**config.mk**
```make
export PLATFORM = sky130hd
export DESIGN_NAME = branch_resolve_unit
export DESIGN_NICKNAME = d
export VERILOG_FILES = /design/src/rtl/bru_pkg.sv /design/src/rtl/bru_cmp.sv /design/src/rtl/branch_resolve_unit.sv
export SDC_FILE = /design/constraint.sdc
export NUM_CORES = 1
export LEC_CHECK = 0
export ABC_CLOCK_PERIOD_IN_PS = 3600
export BUFFER_PORTS_ARGS = -buffer_cell sky130_fd_sc_hd__buf_2
export CAP_MARGIN = 20
export CORE_AREA = 3 3 210 212
export CTS_CLUSTER_SIZE = 10
export DETAILED_ROUTE_END_ITERATION = 8
export DIE_AREA = 0 0 213 215
export GPL_TIMING_DRIVEN = 0
export SYNTH_ARGS = -nofsm -noshare
export SYNTH_HDL_FRONTEND = slang
export SYNTH_HIERARCHICAL = 1
export SYNTH_SLANG_ARGS = --single-unit
export TNS_END_PERCENT = 30
```
**constraint.sdc**
```tcl
create_clock -name clk_i -period 3.6 [get_ports clk_i]
set_clock_uncertainty 0.15 [all_clocks]
set_input_delay 0.18 -clock clk_i [delete_from_list [all_inputs] [get_ports clk_i]]
set_output_delay 0.18 -clock clk_i [all_outputs]
set_load 0.02 [all_outputs]
```
**src/rtl/bru_pkg.sv**
```systemverilog
// Shared types for the branch resolution stage: compare codes, link offset, result flags.
package bru_pkg;

   typedef enum logic [2:0] {
      EQ  = 3'b000,
      NE  = 3'b001,
      LT  = 3'b100,
      GE  = 3'b101,
      LTU = 3'b110,
      GEU = 3'b111
   } bcu_op_e;

   localparam int LINK_OFFSET = 4;

   typedef struct packed {
      logic taken;
      logic mispredict;
      logic illegal;
   } bru_flags_t;

endpackage

```
**src/rtl/bru_cmp.sv**
```systemverilog
// Conditional-branch comparator: funct3 code and two operands in, taken/illegal out.
// Purely combinational; no handshake.
module bru_cmp
   import bru_pkg::*;
#(
   parameter int XLEN = 32
) (
   input  bcu_op_e         op,
   input  logic [XLEN-1:0] rs1,
   input  logic [XLEN-1:0] rs2,
   output logic            taken,
   output logic            illegal
);

   always_comb begin
      taken   = 1'b0;
      illegal = 1'b0;
      case (op)
         EQ:      taken = (rs1 == rs2);
         NE:      taken = (rs1 != rs2);
         LT:      taken = ($signed(rs1) <  $signed(rs2));
         GE:      taken = ($signed(rs1) >= $signed(rs2));
         LTU:     taken = (rs1 <  rs2);
         GEU:     taken = (rs1 >= rs2);
         // 010/011 have no compare meaning
         default: illegal = 1'b1;
      endcase
   end

endmodule

```
**src/rtl/branch_resolve_unit.sv**
```systemverilog
// Resolves branches/JAL/JALR, checks the front-end prediction and counts retirements.
// Latency 1 cycle; single registered stage, ready_o = !valid_o | ready_i, payload held while stalled.
module branch_resolve_unit
   import bru_pkg::*;
#(
   parameter int XLEN  = 32,
   parameter int CNT_W = 32
) (
   input  logic             clk_i,
   input  logic             rst_i,
   input  logic             valid_i,
   output logic             ready_o,
   input  logic [XLEN-1:0]  rs1_i,
   input  logic [XLEN-1:0]  rs2_i,
   input  logic [XLEN-1:0]  pc_i,
   input  logic [XLEN-1:0]  imm_i,
   input  logic [2:0]       bcu_op_i,
   input  logic             is_jal_i,
   input  logic             is_jalr_i,
   input  logic             pred_taken_i,
   input  logic [XLEN-1:0]  pred_target_i,
   input  logic             flush_i,
   output logic             valid_o,
   input  logic             ready_i,
   output logic             taken_o,
   output logic [XLEN-1:0]  target_o,
   output logic [XLEN-1:0]  link_o,
   output logic             mispredict_o,
   output logic [XLEN-1:0]  redirect_pc_o,
   output logic             illegal_o,
   output logic [CNT_W-1:0] br_cnt_o,
   output logic [CNT_W-1:0] miss_cnt_o
);

   typedef struct packed {
      logic [XLEN-1:0] target;
      logic [XLEN-1:0] link;
      logic [XLEN-1:0] redirect_pc;
      bru_flags_t      flags;
   } res_t;

   localparam logic [XLEN-1:0] JALR_MASK = {{(XLEN-1){1'b1}}, 1'b0};

   logic             cmp_taken;
   logic             cmp_illegal;
   logic             is_jump;
   res_t             res_d;
   res_t             res_q;
   logic             valid_q;
   logic             load;
   logic             retire;
   logic [CNT_W-1:0] br_cnt_q;
   logic [CNT_W-1:0] miss_cnt_q;

   bru_cmp #(.XLEN(XLEN)) u_cmp (
      .op      (bcu_op_e'(bcu_op_i)),
      .rs1     (rs1_i),
      .rs2     (rs2_i),
      .taken   (cmp_taken),
      .illegal (cmp_illegal)
   );

   assign is_jump = is_jal_i | is_jalr_i;

   always_comb begin
      res_d                  = '0;
      res_d.flags.taken      = is_jump | cmp_taken;
      res_d.flags.illegal    = ~is_jump & cmp_illegal;
      // JALR takes priority when both jump flags are raised
      res_d.target           = is_jalr_i ? ((rs1_i + imm_i) & JALR_MASK) : (pc_i + imm_i);
      res_d.link             = pc_i + XLEN'(LINK_OFFSET);
      res_d.flags.mispredict = (res_d.flags.taken != pred_taken_i) |
                               (res_d.flags.taken & (res_d.target != pred_target_i));
      res_d.redirect_pc      = res_d.flags.taken ? res_d.target : res_d.link;
   end

   assign ready_o = ~valid_q | ready_i;
   assign load    = valid_i & ready_o & ~flush_i;
   assign retire  = valid_q & ready_i & ~flush_i;

   always_ff @(posedge clk_i) begin
      if (rst_i) begin
         valid_q    <= 1'b0;
         res_q      <= '0;
         br_cnt_q   <= '0;
         miss_cnt_q <= '0;
      end else begin
         if (load) begin
            valid_q <= 1'b1;
            res_q   <= res_d;
         end else if (flush_i | ready_i) begin
            valid_q <= 1'b0;
         end
         if (retire) begin
            if (br_cnt_q != '1)
               br_cnt_q <= br_cnt_q + CNT_W'(1);
            if (res_q.flags.mispredict && (miss_cnt_q != '1))
               miss_cnt_q <= miss_cnt_q + CNT_W'(1);
         end
      end
   end

   assign valid_o       = valid_q;
   assign taken_o       = res_q.flags.taken;
   assign target_o      = res_q.target;
   assign link_o        = res_q.link;
   assign mispredict_o  = res_q.flags.mispredict;
   assign redirect_pc_o = res_q.redirect_pc;
   assign illegal_o     = res_q.flags.illegal;
   assign br_cnt_o      = br_cnt_q;
   assign miss_cnt_o    = miss_cnt_q;

endmodule

```
# Yosys cells after proc, flatten, opt, wreduce, memory -nomap -nowiden
# Cells that the tools add are included.
# totals
register_bits,164
in_bits,171
elab_cells,55
# op_classes
add_sub_neg,5
magnitude_cmp,4
eq_ne,11
n_mux,6
n_bitwise,14
reduce_logical,6
# ops
op,count
32-bit by 1-bit adder with 32-bit output (second input constant),2
32-bit adder,2
32-bit greater-or-equal comparator,2
32-bit less-than comparator,2
32-bit two-way mux,2
32-bit != test,2
32-bit != test (second input constant),2
32-bit by 3-bit adder with 32-bit output (second input constant),1
32-bit == test,1
3-bit == test (second input constant),4
1-bit bitwise AND,6
1-bit case mux with 6 select lines,1
6-bit OR reduction,1
1-bit bitwise OR,5
2-bit AND reduction,2
3-bit by 1-bit == test with 1-bit output (second input constant),1
3-bit zero test,1
1-bit two-way mux,3
1-bit inverter,3
2-bit nonzero test,1
1-bit logical AND,1
1-bit != test,1

# Depth between registers and ports, before layout
# Gate-level depths: netlist of run 1.
# logic_depth
ltp_word,5
depth_mapped,19
depth_no_buf,19

# Cells and area by module
# The synthesis of run 1 kept the hierarchy.
# modules_own_cells
mod,n_inst,cells_per_inst,area_each_um2
branch_resolve_unit,1,1528,11669.9
bru_cmp,1,131,962.2

# Worst setup path after synthesis of run 1
# OpenSTA, ideal clock, no wires.
# synth_timing
path_kind,input-to-reg
from,input port rs2_i[27]
to,"register res_q, in the netlist mispredict_o"
arrival_time_ns,3.383
required_time_ns,3.325
path_slack_ns,-0.058
path_stages,19
n_path_buf,0
path_cell_list,inv_1 -> ha_1 -> a21oi_2 -> o21ai_1 -> a221oi_2 -> nand3_1 -> o311a_1 -> nor3b_2 -> nor3_1 -> o21ai_0 -> o311ai_0 -> nor4_1 -> o2111ai_1 -> nor4_2 -> o2111ai_1 -> a2111oi_2 -> nand4_1 -> nor4_2 -> a21oi_1
# synth_between
elab_chain_len,5
# synth_rtl
element,line_no,rtl
start: declaration,branch_resolve_unit.sv:14,"input logic [XLEN-1:0] rs2_i,"
32-bit greater-or-equal comparator (tied with other cells),bru_cmp.sv:24,GEU: taken = (rs1 >= rs2);
1-bit case mux with 6 select lines *,bru_cmp.sv:18,case (op)
named net cmp_taken,branch_resolve_unit.sv:44,logic cmp_taken;
1-bit bitwise OR *,branch_resolve_unit.sv:67,res_d.flags.taken = is_jump | cmp_taken;
1-bit != test or 1-bit bitwise AND (tied branches),"branch_resolve_unit.sv:72, branch_resolve_unit.sv:73",
1-bit bitwise OR *,branch_resolve_unit.sv:72,res_d.flags.mispredict = (res_d.flags.taken != pred_taken_i) |
end signal: assignment,branch_resolve_unit.sv:90,res_q <= res_d;
end: declaration,branch_resolve_unit.sv:48,res_t res_q;
# The timed path passes the listed nets; every way through them passes the cells marked *.
# A chain may end at the register's enable or synchronous reset.

# Final worst setup path of run 1
# layout_timing
from,input port rs1_i[31]
to,"register res_q, in the netlist mispredict_o"
# layout_between
elab_chain_len,5
# layout_rtl
element,line_no,rtl
start: declaration,branch_resolve_unit.sv:13,"input logic [XLEN-1:0] rs1_i,"
32-bit greater-or-equal comparator (tied with other cells),bru_cmp.sv:24,
1-bit case mux with 6 select lines *,bru_cmp.sv:18,
named net cmp_taken,branch_resolve_unit.sv:44,
1-bit bitwise OR *,branch_resolve_unit.sv:67,
1-bit != test or 1-bit bitwise AND (tied branches),"branch_resolve_unit.sv:72, branch_resolve_unit.sv:73",
1-bit bitwise OR *,branch_resolve_unit.sv:72,
# Marked as above.

==> impl_summary.txt, run 1 <==
----------------------------------------------------
[Status]
  Status ... complete, but fails checks
  Violations in the final reports ... setup timing

[STA]
  Pins Over Slew Limit ... 0
  Crit share post-route ... 108%
  Time the final worst path needs with I/O delays and setup ... around 3.9 ns
  Max Fclk ... about 260 MHz
  Unrepaired setup endpoints after global routing ... yes
  Final Worst Setup Slack ... -0.301 ns
  Worst slew margin relative to its limit ... 41.9%
  Pin slew with the least headroom to its limit ... 0.864 ns
  Number of endpoints with negative hold slack in the final report ... 0
  Final-report setup violation count ... 1

[Critical path]
  Critical path endpoint category ... flip-flop
  Reg2reg path depth ... 14
  Reg2Reg Launch Point ... valid_o
  End point of the critical path ... mispredict_o
  Data required, critical path ... 3.76 ns
  FF-to-FF End ... mispredict_o
  Classification of the worst setup path ... in2reg
  R2R Setup Slk ... roughly 0.10 ns
  CP Data Arrival Time ... about 4 ns
  Launching instance or port of the critical path ... rs1_i[31]
  Kind of launch point of the worst setup path ... input port
  Worst-path maximum fanout ... 5

[GRT]
  Initial antenna violation count ... 6
  Overall global routing resource usage ... 22.2%
  Vias in the first global route ... about 13000
  Wire length of the first global-routing pass ... 77.2 mm
  GR Overflow Total ... 0
  Pin count of the biggest net entering global routing ... 17

[Yosys]
  Asr flop ratio synth ... 0%
  Portion of the post-synthesis area used by sequential elements ... 26.0%
  Average instance area after synthesis ... 7.61 sq um
  Count of flip-flops with a built-in enable after synthesis ... 0
  Post-synthesis instance area ... 12600 sq um
  Dominant cells by area after synthesis ... sky130_fd_sc_hd__dfxtp_1 (26%), sky130_fd_sc_hd__ha_1 (9.5%), sky130_fd_sc_hd__nor2_1 (6.8%)
  Post-synth top area share ... between 20% and 30%
  Most numerous cell in the Yosys netlist ... sky130_fd_sc_hd__nor2_1
  Number of flip-flops and latches in the synthesized netlist ... 164
  Post-Synthesis Cells ... 1659
  Synth top cells by count ... sky130_fd_sc_hd__nor2_1 (228), sky130_fd_sc_hd__dfxtp_1 (164), sky130_fd_sc_hd__nand2_1 (149), sky130_fd_sc_hd__a21oi_1 (137), sky130_fd_sc_hd__ha_1 (96)
  Cell taking the most area after synthesis ... sky130_fd_sc_hd__dfxtp_1
  Number of warnings reported in the yosys synthesis log ... 6
  Top FF cell, synth ... sky130_fd_sc_hd__dfxtp_1
  Distinct cell type count of the synthesized netlist ... 89
  Synthesized netlist net count ... 1928

[Routing]
  Number of detailed-routing iterations run before antenna repair ... 6
  Total via count in the routed design ... 13719
  Post-DRT Antenna Nets ... 0
  Vias per inst ... 5.31
  Average wire per standard cell ... 20.7 um
  DRC violation count after routing ... 0
  Initial drt markers ... 841
  Total wire length after detailed routing ... around 53 mm

[Hold path]
  Path type of the worst min-delay path ... in2reg

[Clock network]
  Number of buffers created by CTS ... 17
  H-tree levels ... 4
  Clock tree from TritonCTS ... yes
  Root buf cell ... sky130_fd_sc_hd__clkbuf_16
  Clk buf depth ... 2
  Clock slew at the register clock pins of the worst setup and hold paths ... 0.07 ns
  Clock Sink Count ... 164
  Worst skew pair latency ... 0.43 ns

[Layout]
  Fraction of final layout cells with drive strength greater than 1 ... 22.0%
  Layout fillers ... 4475
  Final nets ... 2298
  Area occupied by multi-input gates ... 9020 sq um
  Storage cell area ... 3280 sq um
  Final cell utilization of the core ... 38.0%
  Fin area ... 16000 sq um
  Area growth, synth to finish ... 26.6%
  Non-Filler Instances ... 2582

[Pwr]
  VDD IR-drop max ... around 0.00031 V
  Total Power ... 5.81 mW
  Power Dens Cells ... ~360 nW/um^2
  Cell leakage power ... 6.94 nW

[Floorplanning]
  Number of ports placed on the die boundary ... 336
  Std-Cell Core Area ... 42100 sq um
  Die outline width ... 213 um
  Height of the die ... about 220 um
  Cell Rows ... 75
  DIE AREA ... 45800 sq um
  Starting density of the core ... 30.0%

[Placement]
  Gp weighted congestion ... slightly above 0.9
  Cell area after placement ... 15000 sq um
  Number of port buffers ... 334
  Total half-perimeter wirelength after legalization and detailed placement ... 45.3 mm
  Pre-CTS setup slack ... -1.42 ns
  Cells after DPL ... 2532

[Run]
  Maximum Capacitance Violations ... 0

----------------------------------------------------
[logic make-up (layout without fill, tap and decap cells)]
family | count (synthesis) | after routing | share of synthesized area [%]
buf+inv | 145 | 527 | 4.50
compound gates | 422 | 422 | 22.3
fa+ha+maj | 98 | 98 | 9.83
simple gates | 649 | 649 | 24.6
xor+xnor | 158 | 158 | 11.0
other cells | 0 | 2 | 0
mux | 23 | 23 | 1.86
flops | 164 | 164 | 26.0
[flip-flops by register name, summed over array words and instances (netlist names)]
name and count:
illegal_o 1, mispredict_o 1, br_cnt_o 32, target_o 32, link_o 32, valid_o 1
miss_cnt_o 32, redirect_pc_o 32, taken_o 1
[critical path, cell delays in order]
cell,delay (ns)
sky130_fd_sc_hd__buf_2,0.14
sky130_fd_sc_hd__ha_4,0.28
sky130_fd_sc_hd__nand4_1,0.19
sky130_fd_sc_hd__and4bb_2,0.43
sky130_fd_sc_hd__and4_1,0.21
sky130_fd_sc_hd__nor3_1,0.07
sky130_fd_sc_hd__nor3_2,0.20
sky130_fd_sc_hd__nor3b_4,0.21
sky130_fd_sc_hd__buf_6,0.15
sky130_fd_sc_hd__nor3_4,0.05
sky130_fd_sc_hd__o21ai_2,0.13
sky130_fd_sc_hd__o311ai_2,0.12
sky130_fd_sc_hd__nor4_2,0.26
sky130_fd_sc_hd__o2111ai_2,0.23
sky130_fd_sc_hd__nor4_2,0.21
sky130_fd_sc_hd__o2111ai_2,0.18
sky130_fd_sc_hd__a2111oi_4,0.27
sky130_fd_sc_hd__nand4_1,0.19
sky130_fd_sc_hd__nor4_2,0.23
sky130_fd_sc_hd__a21oi_1,0.10
[worst min-delay path by stage]
stage / from / to / slack (ns) / cells after the start
final: pc_i[6] / link_o[6] / 0.04 / 4
after floorplan: flush_i / valid_o / 0.11 / 1
after global routing: pc_i[19] / link_o[19] / 0.03 / 3
after detailed placement: flush_i / valid_o / 0.25 / 2
after CTS: bcu_op_i[2] / illegal_o / 0.001 / 4
after global placement: flush_i / valid_o / 0.24 / 2
[repair_timing]
item	in CTS	in global routing
setup endpoints to repair	8	10
hold buffers	9	0
setup buffers	6	2
hold endpoints to repair	9	0
pin swaps	21	19
gates resized for setup	29	17
[power breakdown]
part / internal, mW / switching (mW)
registers: 1.90 / 0.0498
logic: 0.714 / 1.27
clock network: 1.10 / 0.788
total: 3.71 / 2.10
[through the flow]
stage / hold slack [ns] / TNS (ns)
after floorplan: 0.109 / 0
after global placement: 0.239 / -12.78
after detailed placement: 0.247 / -14.89
after CTS: 0.00108 / -0.717
after global routing: 0.0328 / -0.475
final: 0.0430 / -0.301
[cell type report]
cell class,instances,area share [%]
Inverter,60,1.41
Multi-Input combinational cell,1350,56.4
Tap cell,539,4.22
Antenna cell,2,0.0313
Buffer,85,2.16
Clock inverter,14,1.12
Clock buffer,17,2.66
Timing Repair Buffer,351,11.5
Sequential cell,164,20.5
[per-layer routing]
layer / wire length [um] / track usage [%] / part of all wire (%)
met1: 23000 / 28.4 / 43
met2: 25800 / 38.8 / 48
met3: 3650 / 3.72 / 6.8
met4: 962 / 4.95 / 1.8
met5: 42 / 0 / 0.079
[placed cells by master (no fill, tap or decap), types with 61 or more instances in the layout]
cell	Yosys	final
sky130_fd_sc_hd__buf_2	7	340
sky130_fd_sc_hd__nor2_1	228	227
sky130_fd_sc_hd__dfxtp_1	164	164
sky130_fd_sc_hd__nand2_1	149	149
sky130_fd_sc_hd__a21oi_1	137	137
sky130_fd_sc_hd__ha_1	96	90
sky130_fd_sc_hd__xnor2_1	81	81
sky130_fd_sc_hd__xor2_1	77	77
sky130_fd_sc_hd__clkbuf_1	70	70
sky130_fd_sc_hd__o21ai_0	65	63
sky130_fd_sc_hd__a211oi_1	62	61
Note: power is estimated with default switching activity, not from simulation.
==> run 2: changes to the inputs <==
- CORE_AREA: 3 3 210 212 -> 3 3 213 215
- DIE_AREA: 0 0 213 215 -> 0 0 216 218
- HOLD_SLACK_MARGIN: not set -> 0.03
- SYNTH_HIERARCHICAL: 1 -> not set
==> impl_summary.txt, run 2 <==
----------------------------------------------------
[Critical path]
  Classification of the worst setup path ... in2reg (unchanged)
  CP Data Arrival Time ... 3.64 ns (was 4.06 ns)
  Kind of launch point of the worst setup path ... input port (unchanged)
  Worst path depth ... 14 (was 20)
  R2R Setup Slk ... 0.14 ns (was 0.10 ns)
  Launching instance or port of the critical path ... imm_i[0] (was rs1_i[31])
  Reg2reg path depth ... 12 (was 14)
  Combined buffer and inverter count along the critical path ... 1 (was 2)
  Critical Path Most Common Cell ... sky130_fd_sc_hd__nand4_1 (was sky130_fd_sc_hd__nor4_2)
  Critical path endpoint category ... flip-flop (unchanged)
  Master of the slowest instance on the critical path ... sky130_fd_sc_hd__a2111oi_1 (was sky130_fd_sc_hd__and4bb_2)
  Delay of the slowest cell on the worst path ... 0.47 ns (was 0.43 ns)
  Cell Chain, Critical Path ... buf_2, and2_1, fa_1, a21oi_1, nor3_2, o211ai_2, nand2_1, xor3_1, a2111oi_1, nand4_1, nor4_1, nand4_1, nor4_2, a31oi_1 (was buf_2, ha_4, nand4_1, and4bb_2, and4_1, nor3_1, nor3_2, nor3b_4, buf_6, nor3_4, o21ai_2, o311ai_2, nor4_2, o2111ai_2, nor4_2, o2111ai_2, a2111oi_4, nand4_1, nor4_2, a21oi_1)
  Reg2Reg Launch Point ... valid_o (unchanged)
  FF-to-FF End ... mispredict_o (unchanged)
  End point of the critical path ... mispredict_o (unchanged)
  Worst path top cell family by delay ... simple AND/OR/NAND/NOR gates (unchanged)
  Data required, critical path ... 3.75 ns (was 3.76 ns)
  Worst-path maximum fanout ... 3 (was 5)

[Routing]
  DRC violation count after routing ... 0 (unchanged)
  Total via count in the routed design ... 14131 (was 13719)
  Post-DRT Antenna Nets ... 0 (unchanged)
  Average wire per standard cell ... 20.4 um (was 20.7 um)
  Total wire length after detailed routing ... 55.3 mm (was 53.4 mm)
  Vias per inst ... 5.22 (was 5.31)
  Initial drt markers ... 972 (was 841)
  Number of detailed-routing iterations run before antenna repair ... 5 (was 6)

[Floorplanning]
  Height of the die ... 218 um (was 215 um)
  Number of ports placed on the die boundary ... 336 (unchanged)
  Die outline width ... 216 um (was 213 um)
  Starting density of the core ... 29.6% (was 30.0%)
  Cell Rows ... 77 (was 75)
  DIE AREA ... 47100 sq um (was 45800 sq um)
  Std-Cell Core Area ... 43900 sq um (was 42100 sq um)

[Clock network]
  Number of buffers created by CTS ... 17 (unchanged)
  Clk buf depth ... 2 (unchanged)
  Clock slew at the register clock pins of the worst setup and hold paths ... 0.06 ns (was 0.07 ns)
  Clock Sink Count ... 164 (unchanged)
  Root buf cell ... sky130_fd_sc_hd__clkbuf_16 (unchanged)
  Clock tree from TritonCTS ... yes (unchanged)
  Worst skew pair latency ... 0.43 ns (about the same)
  H-tree levels ... 4 (unchanged)

[Layout]
  Most common cell after layout, fill and taps aside ... sky130_fd_sc_hd__buf_2 (unchanged)
  Fraction of final layout cells with drive strength greater than 1 ... 22.0% (about the same)
  Final nets ... 2369 (was 2298)
  Non-Filler Instances ... 2709 (was 2582)
  Area growth, synth to finish ... 26.7% (was 26.6%)
  Most frequent cells in the layout ... sky130_fd_sc_hd__buf_2 (351), sky130_fd_sc_hd__nor2_1 (215), sky130_fd_sc_hd__nand2_1 (191) (was sky130_fd_sc_hd__buf_2 (340), sky130_fd_sc_hd__nor2_1 (227), sky130_fd_sc_hd__dfxtp_1 (164))

[STA]
  Hold slack final ... 0.0607 ns (was 0.0430 ns)
  Final Worst Setup Slack ... 0.103 ns (was -0.301 ns)
  Pin slew with the least headroom to its limit ... 0.918 ns (was 0.864 ns)
  Worst slew margin relative to its limit ... 38.8% (was 41.9%)
  Crit share post-route ... 97.1% (was 108%)
  Pins Over Slew Limit ... 0 (unchanged)
  Time the final worst path needs with I/O delays and setup ... 3.50 ns (was 3.90 ns)
  Max Fclk ... 286 MHz (was 256 MHz)
  Final-report setup violation count ... 0 (was 1)
  Number of endpoints with negative hold slack in the final report ... 0 (unchanged)

[Yosys]
  Average instance area after synthesis ... 7.56 sq um (was 7.61 sq um)
  Post-synth top area share ... 25.2% (was 26.0%)
  Cell taking the most area after synthesis ... sky130_fd_sc_hd__dfxtp_1 (unchanged)
  Top FF cell, synth ... sky130_fd_sc_hd__dfxtp_1 (unchanged)
  Synthesized netlist net count ... 1990 (was 1928)
  Count of flip-flops with a built-in enable after synthesis ... 0 (unchanged)
  Portion of the post-synthesis area used by sequential elements ... 25.2% (was 26.0%)
  Distinct cell type count of the synthesized netlist ... 90 (was 89)
  Synth top cells by count ... sky130_fd_sc_hd__nor2_1 (215), sky130_fd_sc_hd__nand2_1 (191), sky130_fd_sc_hd__dfxtp_1 (164), sky130_fd_sc_hd__a21oi_1 (136), sky130_fd_sc_hd__ha_1 (96) (was sky130_fd_sc_hd__nor2_1 (228), sky130_fd_sc_hd__dfxtp_1 (164), sky130_fd_sc_hd__nand2_1 (149), sky130_fd_sc_hd__a21oi_1 (137), sky130_fd_sc_hd__ha_1 (96))
  Post-Synthesis Cells ... 1721 (was 1659)
  Number of warnings reported in the yosys synthesis log ... 0 (was 6)
  Most numerous cell in the Yosys netlist ... sky130_fd_sc_hd__nor2_1 (unchanged)
  Asr flop ratio synth ... 0% (unchanged)
  Dominant cells by area after synthesis ... sky130_fd_sc_hd__dfxtp_1 (25%), sky130_fd_sc_hd__ha_1 (9.2%), sky130_fd_sc_hd__nor2_1 (6.2%) (was sky130_fd_sc_hd__dfxtp_1 (26%), sky130_fd_sc_hd__ha_1 (9.5%), sky130_fd_sc_hd__nor2_1 (6.8%))
  Number of flip-flops and latches in the synthesized netlist ... 164 (unchanged)
  Post-synthesis instance area ... 13000 sq um (was 12600 sq um)

[Status]
  Status ... finished, final reports clean (was complete, but fails checks)

[Placement]
  Pre-CTS setup slack ... -0.931 ns (was -1.42 ns)
  Cells after DPL ... 2646 (was 2532)
  Number of port buffers ... 333 (was 334)
  Total half-perimeter wirelength after legalization and detailed placement ... 46.7 mm (was 45.3 mm)
  Gp weighted congestion ... 0.947 (was 0.912)

[Pwr]
  Cell leakage power ... 7.16 nW (was 6.94 nW)
  VDD IR-drop max ... 0.000301 V (was 0.000313 V)
  Total Power ... 5.78 mW (was 5.81 mW)
  Power Dens Cells ... 350 nW/um^2 (was 363 nW/um^2)

[Run]
  Maximum Capacitance Violations ... 0 (unchanged)

[GRT]
  Wire length of the first global-routing pass ... 81.1 mm (was 77.2 mm)
  Overall global routing resource usage ... 22.5% (was 22.2%)
  GR Overflow Total ... 0 (unchanged)
  Vias in the first global route ... 13863 (was 12879)
  Pin count of the biggest net entering global routing ... 17 (unchanged)
  Initial antenna violation count ... 6 (unchanged)

[Hold path]
  Path type of the worst min-delay path ... in2reg (unchanged)

----------------------------------------------------
run 2: how the worst min path moves through the flow:
stage / from / endpoint / depth (start not counted)
after CTS: bcu_op_i[2] / illegal_o / 3
after global placement: flush_i / valid_o / 2
final: imm_i[31] / target_o[31] / 4
after floorplan: flush_i / valid_o / 1
after detailed placement: flush_i / valid_o / 2
after global routing: pc_i[28] / link_o[28] / 3
run 2: power by group:
part,internal [mW],switching (mW)
logic,0.736,1.29
clock network,1.00,0.805
registers,1.90,0.0497
run 2: layout make-up:
| class | count | area, sq um |
|---|---|---|
| clock inverters | 12 | 119 |
| fillers | 4731 | 27400 |
| well taps | 592 | 741 |
| diodes | 4 | 10.0 |
| inverters | 71 | 267 |
| repair buffers | 361 | 1930 |
| flip-flops and latches | 164 | 3280 |
| plain buffers | 87 | 374 |
| multi-input cells | 1398 | 9310 |
| clock buffers | 20 | 457 |
run 2: what timing repair did:
item,CTS,global route
setup endpoints to repair,20,29
hold buffers,17,0
setup buffers,2,9
endpoints found under the hold margin,19,0
resized for setup,14,29
pin swaps,1,14
run 2: logic make-up after synthesis:
group	after synthesis	synth area share [%]
AO/OA/AOI/OAI	416	21.5
multiplexers	28	2.16
buffers and inverters	159	4.85
adder cells (fa/ha/maj)	98	9.54
flip-flops	164	25.2
XOR/XNOR	161	11.4
AND/OR/NAND/NOR	695	25.4
run 2: per-stage QoR:
step                TNS (ns)  util (%)  cell area [sq um]
finish                     0      37.5              16500
global placement      -19.46      35.1              15400
detailed placement    -21.21      35.1              15400
floorplan                  0         -              13000
global route         -0.0721      37.5              16500
CTS                        0      37.0              16300
run 2: per-layer routing:
layer  wire length (um)  part of all wire [%]  up-vias  GRT usage (%)
li1                   -                     -     6922              -
met5                 31                 0.056        -              0
met1              23300                    42     6616           28.0
met2              26700                    48      508           39.6
met4               1780                   3.2        4           8.08
met3               3400                   6.2       81           3.27
run 2: worst register-to-register path, delay by kind of cell (launching register included):
family	cells	cell delay [ns]
buffers and inverters	1	0.15
DFF	1	0.32
AOI/OAI and AO/OA	4	1.09
and+or+nand+nor	7	1.63
==> run 3: changes to the inputs <==
- CORE_AREA: 3 3 213 215 -> 3 3 167 169
- DIE_AREA: 0 0 216 218 -> 0 0 170 172
- PLACE_DENSITY: not set -> 0.77
==> impl_summary.txt, run 3 (synthesis results as in run 2) <==
----------------------------------------------------
[Placement]
  Gp weighted congestion ... 0.958 (was 0.947)
  Total half-perimeter wirelength after legalization and detailed placement ... 40.9 mm (was 46.7 mm)
  Number of port buffers ... 333 (unchanged)

[STA]
  Crit share post-route ... 96.9% (was 97.1%)
  Max Fclk ... 287 MHz (was 286 MHz)
  Pins Over Slew Limit ... 0 (unchanged)
  Time the final worst path needs with I/O delays and setup ... 3.49 ns (was 3.50 ns)
  Pin slew with the least headroom to its limit ... 0.872 ns (was 0.918 ns)
  Sum Neg Setup Slack ... 0 ns (unchanged)
  Worst slew margin relative to its limit ... 41.4% (was 38.8%)
  Number of endpoints with negative hold slack in the final report ... 0 (unchanged)
  Final-report setup violation count ... 0 (unchanged)

[Floorplanning]
  DIE AREA ... 29200 sq um (was 47100 sq um)
  Std-Cell Core Area ... 26700 sq um (was 43900 sq um)
  Die outline width ... 170 um (was 216 um)
  Starting density of the core ... 48.7% (was 29.6%)
  Cell Rows ... 60 (was 77)
  Height of the die ... 172 um (was 218 um)
  Number of ports placed on the die boundary ... 336 (unchanged)

[Routing]
  DRC violation count after routing ... 2 (was 0)
  Initial drt markers ... 1268 (was 972)
  Total wire length after detailed routing ... 49.6 mm (was 55.3 mm)
  Vias per inst ... 5.93 (was 5.22)
  Post-DRT Antenna Nets ... 0 (unchanged)
  Total via count in the routed design ... 14503 (was 14131)
  Number of detailed-routing iterations run before antenna repair ... 9 (was 5)
  Average wire per standard cell ... 20.3 um (was 20.4 um)

[Layout]
  Layout fillers ... 2509 (was 4731)
  Most common cell after layout, fill and taps aside ... sky130_fd_sc_hd__buf_2 (unchanged)
  Most frequent cells in the layout ... sky130_fd_sc_hd__buf_2 (352), sky130_fd_sc_hd__nor2_1 (215), sky130_fd_sc_hd__nand2_1 (191) (was sky130_fd_sc_hd__buf_2 (351), sky130_fd_sc_hd__nor2_1 (215), sky130_fd_sc_hd__nand2_1 (191))
  Fraction of final layout cells with drive strength greater than 1 ... 21.1% (was 22.0%)
  Area growth, synth to finish ... 23.5% (was 26.7%)
  Antenna fix cells ... 0 (was 4)
  Final nets ... 2360 (was 2369)

[Clock network]
  Clock Sink Count ... 164 (unchanged)
  Clock tree from TritonCTS ... yes (unchanged)
  Number of buffers created by CTS ... 17 (unchanged)
  Clock slew at the register clock pins of the worst setup and hold paths ... 0.07 ns (was 0.06 ns)
  Clk buf depth ... 2 (unchanged)
  H-tree levels ... 4 (unchanged)
  Worst skew pair latency ... 0.43 ns (about the same)
  Root buf cell ... sky130_fd_sc_hd__clkbuf_16 (unchanged)

[Status]
  Status ... complete, but fails checks (was finished, final reports clean)
  Violations in the final reports ... DRC

[Hold path]
  Path type of the worst min-delay path ... in2reg (unchanged)
  Hold depth ... 3 (was 4)
  Hold path start ... pc_i[22] (was imm_i[31])
  End point of the most critical hold path ... link_o[22] (was target_o[31])

[GRT]
  GR Overflow Total ... 0 (unchanged)
  Wire length of the first global-routing pass ... 74.3 mm (was 81.1 mm)
  Pin count of the biggest net entering global routing ... 17 (unchanged)
  Overall global routing resource usage ... 32.4% (was 22.5%)
  Initial antenna violation count ... 0 (was 6)
  Vias in the first global route ... 13528 (was 13863)

[Pwr]
  VDD IR-drop max ... 0.000318 V (was 0.000301 V)
  Power Dens Cells ... 371 nW/um^2 (was 350 nW/um^2)
  Cell leakage power ... 7.17 nW (was 7.16 nW)
  Total Power ... 5.97 mW (was 5.78 mW)

[Critical path]
  Kind of launch point of the worst setup path ... input port (unchanged)
  Reg2Reg Launch Point ... valid_o (unchanged)
  Classification of the worst setup path ... in2reg (unchanged)
  Cell Chain, Critical Path ... buf_2, ha_1, fa_1, a21o_1, a221o_1, o211ai_4, a21oi_2, a32o_1, nor3_4, xor2_1, o2111ai_1, a2111o_1, nor4_4, a31oi_1 (was buf_2, and2_1, fa_1, a21oi_1, nor3_2, o211ai_2, nand2_1, xor3_1, a2111oi_1, nand4_1, nor4_1, nand4_1, nor4_2, a31oi_1)
  CP Data Arrival Time ... 3.64 ns (about the same)
  Data required, critical path ... 3.75 ns (about the same)
  Worst path top cell family by delay ... compound AO/OA/AOI/OAI gates (was simple AND/OR/NAND/NOR gates)
  FF-to-FF End ... illegal_o (was mispredict_o)
  Reg2reg path depth ... 8 (was 12)
  Combined buffer and inverter count along the critical path ... 1 (unchanged)
  Master of the slowest instance on the critical path ... sky130_fd_sc_hd__fa_1 (was sky130_fd_sc_hd__a2111oi_1)
  R2R Setup Slk ... 0.13 ns (was 0.14 ns)
  Worst-path maximum fanout ... 5 (was 3)
  Critical path endpoint category ... flip-flop (unchanged)
  Delay of the slowest cell on the worst path ... 0.43 ns (was 0.47 ns)

[Run]
  Maximum Capacitance Violations ... 0 (unchanged)

----------------------------------------------------
## run 3: layer usage
| layer | vias up | share of wire (%) | global-route usage (%) |
|---|---|---|---|
| met3 | 118 | 8.6 | 4.16 |
| met2 | 785 | 47 | 55.9 |
| met4 | 2 | 3.9 | 12.6 |
| met5 | - | 0.010 | 0 |
| li1 | 6908 | - | - |
| met1 | 6690 | 41 | 41.4 |
## run 3: stage by stage
step           utilization (%)  hold slack [ns]  instances  setup WS (ns)  area, sq um
6_report                  60.1           0.0486       2445          0.111        16100
5_1_grt                   60.1           0.0394       2445        -0.0262        16100
4_1_cts                   59.7           0.0310       2443      0.0000959        16000
3_5_place_dp              56.5            0.245       2396         -0.734        15100
3_3_place_gp              56.5            0.238       2395         -0.830        15100
2_1_floorplan                -            0.109       1721          0.302        13000
## run 3: where the power goes
group          total (mW)  internal, mW  switching, mW
logic                1.95         0.710           1.24
clock network        2.07          1.26          0.807
registers            1.95          1.90         0.0567
## run 3: repair_timing
item,CTS,global route
setup buffers,0,3
hold endpoints to repair,15,0
pin swaps,0,3
gates resized for setup,8,16
hold buffers,15,0
setup endpoints to repair,18,29
## run 3: how the worst max path moves through the flow
| stage | depth (start not counted) | slack, ns | to | startpoint |
|---|---|---|---|---|
| 2_1_floorplan | 13 | 0.30 | mispredict_o | pc_i[0] |
| 3_3_place_gp | 9 | -0.83 | mispredict_o | is_jalr_i |
| 3_5_place_dp | 9 | -0.73 | mispredict_o | is_jalr_i |
| 4_1_cts | 14 | 0.0001 | mispredict_o | imm_i[16] |
| 5_1_grt | 12 | -0.03 | br_cnt_o[5] | br_cnt_o[3] |
| 6_report | 14 | 0.11 | mispredict_o | pc_i[0] |
## run 3: tightest hold or removal path, cell delays in order
cell	delay, ns
sky130_fd_sc_hd__buf_2	0.16
sky130_fd_sc_hd__xnor2_1	0.16
sky130_fd_sc_hd__a211oi_1	0.08
## run 3: layout make-up
type | count | area, sq um | area share [%]
Inverter | 71 | 267 | 1.66
Multi-Input combinational cell | 1398 | 9220 | 57.4
Clock inverter | 14 | 236 | 1.47
Buffer | 87 | 367 | 2.28
Clock buffer | 18 | 429 | 2.67
Tap cell | 341 | 427 | 2.65
Sequential cell | 164 | 3280 | 20.4
Timing Repair Buffer | 352 | 1840 | 11.5
